===== config.mk =====
export PLATFORM = sky130hd
export DESIGN_NAME = ps2_kbd_rx
export DESIGN_NICKNAME = d
export VERILOG_FILES = /design/src/rtl/ps2_pkg.sv /design/src/rtl/ps2_fifo.sv /design/src/rtl/ps2_kbd_rx.sv
export SDC_FILE = /design/constraint.sdc
export NUM_CORES = 1
export LEC_CHECK = 0
export ABC_AREA = 1
export BUFFER_PORTS_ARGS = -buffer_cell sky130_fd_sc_hd__buf_2
export CAP_MARGIN = 20
export CELL_PAD_IN_SITES_DETAIL_PLACEMENT = 0
export CELL_PAD_IN_SITES_GLOBAL_PLACEMENT = 1
export CORE_ASPECT_RATIO = 1.5
export CORE_MARGIN = 2
export CORE_UTILIZATION = 49
export DETAILED_ROUTE_END_ITERATION = 6
export PLACE_DENSITY_LB_ADDON = 0.1
export SYNTH_ARGS = -nofsm -noshare
export SYNTH_HDL_FRONTEND = slang
export SYNTH_SLANG_ARGS = --single-unit

===== constraint.sdc =====
create_clock -name clk -period 2.08 [get_ports clk]
set_input_delay 0 -clock clk [delete_from_list [all_inputs] [get_ports clk]]
set_output_delay 0 -clock clk [all_outputs]
set_load 0.02 [all_outputs]

===== src/rtl/ps2_pkg.sv =====
// Shared types and constants for the PS/2 keyboard receiver.
// Optional parity/stop checking is enabled by PS2_PARITY_CHK_EN.
package ps2_pkg;

  typedef enum logic [1:0] {
    IDLE   = 2'd0,
    DATA   = 2'd1,
    PARITY = 2'd2,
    STOP   = 2'd3
  } rx_state_e;

  localparam int DATA_BITS = 8;

  localparam logic [7:0] BREAK_PREFIX = 8'hF0;
  localparam logic [7:0] EXT_PREFIX   = 8'hE0;

endpackage


===== src/rtl/ps2_fifo.sv =====
// Byte FIFO for received scan codes.
// A pop frees the slot a same-cycle push needs when full.
module ps2_fifo #(
  parameter int FIFO_AW = 3
) (
  input  logic       clk,
  input  logic       rst,
  input  logic       push,
  input  logic       pop,
  input  logic [7:0] din,
  output logic [7:0] dout,
  output logic       empty,
  output logic       full
);

  logic [7:0]       mem [2**FIFO_AW];
  logic [FIFO_AW-1:0] wr_ptr;
  logic [FIFO_AW-1:0] rd_ptr;
  logic [FIFO_AW:0]   cnt;
  logic pop_ok;
  logic push_ok;

  assign empty   = (cnt == '0);
  assign full    = cnt[FIFO_AW];
  assign pop_ok  = pop & ~empty;
  assign push_ok = push & (~full | pop_ok);
  assign dout    = mem[rd_ptr];

  always_ff @(posedge clk or posedge rst) begin
    if (rst) begin
      wr_ptr <= '0;
      rd_ptr <= '0;
      cnt    <= '0;
    end else begin
      if (push_ok) wr_ptr <= wr_ptr + 1'b1;
      if (pop_ok)  rd_ptr <= rd_ptr + 1'b1;
      unique case ({push_ok, pop_ok})
        2'b10:   cnt <= cnt + 1'b1;
        2'b01:   cnt <= cnt - 1'b1;
        default: cnt <= cnt;
      endcase
    end
  end

  always_ff @(posedge clk) begin
    if (push_ok) mem[wr_ptr] <= din;
  end

endmodule


===== src/rtl/ps2_kbd_rx.sv =====
// PS/2 keyboard receiver: pin sync, frame FSM, timeout, scan-code FIFO.
// Define PS2_PARITY_CHK_EN to reject frames with bad parity or stop bit.
module ps2_kbd_rx
  import ps2_pkg::*;
#(
  parameter int FIFO_AW     = 3,
  parameter int TIMEOUT_CYC = 100000,
  parameter int SYNC_STAGES = 2
) (
  input  logic       clk,
  input  logic       rst,
  input  logic       ps2_clk,
  input  logic       ps2_data,
  input  logic       ps2_rd,
  output logic [7:0] key,
  output logic       ps2_ready,
  output logic       overflow,
  output logic       frame_err
);

  localparam int TW = $clog2(TIMEOUT_CYC + 1);

  logic [SYNC_STAGES-1:0] cs;
  logic [SYNC_STAGES-1:0] ds;
  logic       c_s, d_s, c_q, fe;
  rx_state_e  state_q, state_d;
  logic [2:0] bcnt;
  logic [7:0] shreg;
  logic [TW-1:0] tcnt;
  logic tmo, stop_fe, accept, push;
  logic rd_q, pop_req, pop_ok;
  logic [7:0] dout;
  logic empty, full;

  assign c_s = cs[SYNC_STAGES-1];
  assign d_s = ds[SYNC_STAGES-1];
  assign fe  = c_q & ~c_s;
  assign tmo = (state_q != IDLE) & ~fe & (tcnt == TW'(TIMEOUT_CYC));
  assign stop_fe = fe & (state_q == STOP);

`ifdef PS2_PARITY_CHK_EN
  logic par;
  assign accept = (^{shreg, par}) & d_s;
  always_ff @(posedge clk or posedge rst) begin
    if (rst) par <= 1'b0;
    else if (fe && state_q == PARITY) par <= d_s;
  end
`else
  assign accept = 1'b1;
`endif

  assign push    = stop_fe & accept;
  assign pop_req = ps2_rd & ~rd_q;
  assign pop_ok  = pop_req & ~empty;

  always_ff @(posedge clk or posedge rst) begin
    if (rst) begin
      cs  <= '1;
      ds  <= '1;
      c_q <= 1'b1;
    end else begin
      cs  <= {cs[SYNC_STAGES-2:0], ps2_clk};
      ds  <= {ds[SYNC_STAGES-2:0], ps2_data};
      c_q <= c_s;
    end
  end

  always_ff @(posedge clk or posedge rst) begin
    if (rst) state_q <= IDLE;
    else     state_q <= state_d;
  end

  always_comb begin
    state_d = state_q;
    if (tmo) begin
      state_d = IDLE;
    end else if (fe) begin
      unique case (state_q)
        IDLE:   if (!d_s) state_d = DATA;
        DATA:   if (bcnt == 3'(DATA_BITS - 1)) state_d = PARITY;
        PARITY: state_d = STOP;
        STOP:   state_d = IDLE;
      endcase
    end
  end

  always_ff @(posedge clk or posedge rst) begin
    if (rst) begin
      bcnt      <= '0;
      shreg     <= '0;
      tcnt      <= '0;
      frame_err <= 1'b0;
      rd_q      <= 1'b0;
      overflow  <= 1'b0;
    end else begin
      rd_q      <= ps2_rd;
      frame_err <= tmo | (stop_fe & ~accept);
      if (fe || tmo || state_q == IDLE) tcnt <= '0;
      else tcnt <= tcnt + 1'b1;
      if (tmo) begin
        bcnt  <= '0;
        shreg <= '0;
      end else if (fe && state_q == IDLE) begin
        bcnt <= '0;
      end else if (fe && state_q == DATA) begin
        shreg[bcnt] <= d_s;
        bcnt        <= bcnt + 3'd1;
      end
      // a pop from a full FIFO makes room, so it never overflows
      if (push && full && !pop_ok) overflow <= 1'b1;
      else if (pop_ok && full)     overflow <= 1'b0;
    end
  end

  ps2_fifo #(.FIFO_AW(FIFO_AW)) u_fifo (
    .clk  (clk),
    .rst  (rst),
    .push (push),
    .pop  (pop_req),
    .din  (shreg),
    .dout (dout),
    .empty(empty),
    .full (full)
  );

  assign key       = empty ? 8'h00 : dout;
  assign ps2_ready = ~empty;

endmodule


==> qor.csv <==
metric,value,unit
worst hold path class,primary input to flop,
number of flops mapped to enable cells by yosys,64,
RSZ-0062 raised after global routing,no,
routed vias,3566,
CTS tree,yes,
CP arrival,2.12,ns
top_reg_cell synth,edfxtp_1,
DRC violation count after routing,0,
setup TNS,0,ns
slowest stage cell on the critical path,dfrtp_1,
Synth async-reset ratio,42.86,%
initial core utilization,49.64,%
Critical Path Source Type,flop,
cell accounting for the most synthesized area,edfxtp_1,
most common cell in the netlist,nor2_1,
CTS H-tree lvls,3,
worst hold margin,0.2919,ns
"FF+latch count, synth",112,
post-synth top area share,36.96,%
crit path cell chain,ha_1 > inv_1 > nor2_1 > o21ai_1 > ha_2 > xor2_4 > ha_1 > a21oi_1 > xor2_1 > o21ai_0,
Die Width,88.11,um
fin crit share,91.17,%
drt pass-1 iters,4,
layout cells sized above 1,15.14,%
die area,11470,um2
register area share after synthesis,60.18,%
Global Route Usage Sum,19.07,%
clk buf depth,2,
Power Density,1166,nW/um2
Slew Limit Fails,0,
fillers,961,
DR iter-0 viols,173,
GPL Wtd Cong,0.8112,
crit path time final,1.896,ns
CTS root buf,clkbuf_16,
Post-synth top cells,"94 x nor2_1, 79 x nand2_1, 64 x edfxtp_1",
leak pwr,2.488,nW
initial antenna violation count,0,
final setup fails,0,
antenna-violating nets left,0,
Die H,130.2,um
core footprint,10480,um2
CP required,2.30,ns
Diodes inserted,0,
CP endpoint kind,flop,
latest clock arrival within the worst-skew pair,0.35,ns
Worst IR Drop VDD,423.7,uV
grt ovf,0,
post-place setup slack,0.08427,ns
status,finished clean,
Setup CP Type,flop to flop,
Mean Syn Cell Area,10.06,um2
io pins,16,
post-synthesis cell area,5200,um2
"Hold Vio Cnt, Final",0,
Synth area leaders,"edfxtp_1 37%, dfrtp_1 21%, nor2_1 6.8%",
Yosys cell types,36,
TritonCTS Buffers,9,
Worst path most repeated cell,ha_1,
Routed WL,10070,um
clock sink count,112,
Final nets,568,
Clock Skew,0.006056,ns
hpwl dp,7345,um
total of max-cap violations,0,
worst hold path cell count,2,
setup ws final,0.1837,ns
largest net degree at the start of global routing,35,
multi-input logic area,1788,um2
first-pass GRT wire length,16640,um
YS warnings,0,
f_max,527.3,MHz
Critical Path Fanout Max,4,
Cells after Synth,517,
vias in the first global route,3545,
Tightest Pin Transition,0.6555,ns
# rows,46,
Layout Area Growth over Synthesis,13.04,%
IO Port Bufs,15,
R2R cell count,10,
register area,3131,um2
"Net Count, Synth",535,
max incr delay on CP,0.40,ns
"Reg clk slew, reported paths",0.07,ns
Via-to-Cell Ratio,5.102,
Max-slew headroom,56.23,%
post-DR wirelength/cell,14.40,um
## routing by layer
layer / wire (um) / vias to the layer above / GRT usage [%] / part of all wire (%)
li1: - / 1794 / - / -
met1: 4008 / 1690 / 20.85 / 40
met2: 5517 / 61 / 35.34 / 55
met3: 277 / 21 / 3.479 / 2.8
met4: 261 / 0 / 8.467 / 2.6
met5: 0 / - / 0 / 0
## worst paths after layout
kind	start	endpoint	slack, ns
max	state_q[1]$_DFFE_PP0P_	u_fifo.cnt[2]$_DFFE_PP0P_	0.18
min	ps2_data	ds[0]$_DFF_PP1_	0.29
min reg2reg	ds[0]$_DFF_PP1_	ds[1]$_DFF_PP1_	0.36
min in group asynchronous	rst	u_fifo.wr_ptr[1]$_DFFE_PP0P_	0.30
max in group asynchronous	rst	u_fifo.cnt[1]$_DFFE_PP0P_	1.18
max reg2reg	state_q[1]$_DFFE_PP0P_	u_fifo.cnt[2]$_DFFE_PP0P_	0.18
## layout make-up
class | instances | area share, %
clock inverters | 6 | 1.192
clock buffers | 10 | 3.895
repair buffers | 39 | 4.725
flip-flops and latches | 112 | 53.26
well taps | 144 | 3.065
multi-input cells | 334 | 30.42
inverters | 54 | 3.448
## critical path: cells and delay by family (launching register included)
kind	cells	cell delay, ns
AND/OR/NAND/NOR	1	0.11
adder cells (fa/ha/maj)	3	0.58
flip-flops	1	0.40
XOR/XNOR	2	0.31
AO/OA/AOI/OAI	3	0.33
buffers and inverters	1	0.05
## power by group
group	total (mW)	leakage (nW)	internal [mW]	switching [mW]
Clock	1.70	0.143	0.940	0.764
Sequential	2.95	1.19	2.63	0.316
Combinational	2.20	1.16	0.807	1.40
Total	6.85	2.49	4.38	2.48
## flip-flops by register name (all words and copies together), names as in the netlist
register	count
rd_q	1
u_fifo.mem	64
frame_err	1
overflow	1
bcnt	3
c_q	1
u_fifo.cnt	4
u_fifo.rd_ptr	3
cs	2
shreg	8
tcnt	17
u_fifo.wr_ptr	3
state_q	2
ds	2
## logic make-up after synthesis
| group | synth area share, % |
|---|---|
| and+or+nand+nor | 20.45 |
| buffers and inverters | 5.895 |
| muxes | 1.540 |
| xor gates and xnor gates | 2.695 |
| AOI/OAI and AO/OA | 6.112 |
| adders and majority gates | 3.128 |
| DFF | 60.18 |
## cell usage in the layout (no fill, tap or decap), types with 10 or more instances in the layout
master,instances
buf_2,15
nand3_1,19
o21ai_1,10
xor2_1,13
buf_4,19
inv_1,44
edfxtp_1,64
dfrtp_1,42
nand4_1,15
nand2_1,78
nor3_1,13
nor2_1,94
o21ai_0,38
ha_1,12
## metrics by stage
| step | utilization (%) | area (um2) | instances | power (mW) |
|---|---|---|---|---|
| after global placement | 52.50 | 5499 | 677 | 5.112 |
| after detailed placement | 52.50 | 5499 | 677 | 5.160 |
| final | 56.12 | 5878 | 699 | 6.854 |
| after global routing | 56.12 | 5878 | 699 | 7.334 |
| after floorplan | - | 5200 | 517 | 4.515 |
| after CTS | 55.73 | 5838 | 697 | 6.883 |
## timing repair
item | 4_1_cts | 5_1_grt
hold endpoints to repair | 28 | 0
endpoints found under the setup margin | 0 | 2
resized for setup | 0 | 5
hold buffers | 4 | 0
setup buffers | 0 | 2
Note: power is estimated with default switching activity, not from simulation.
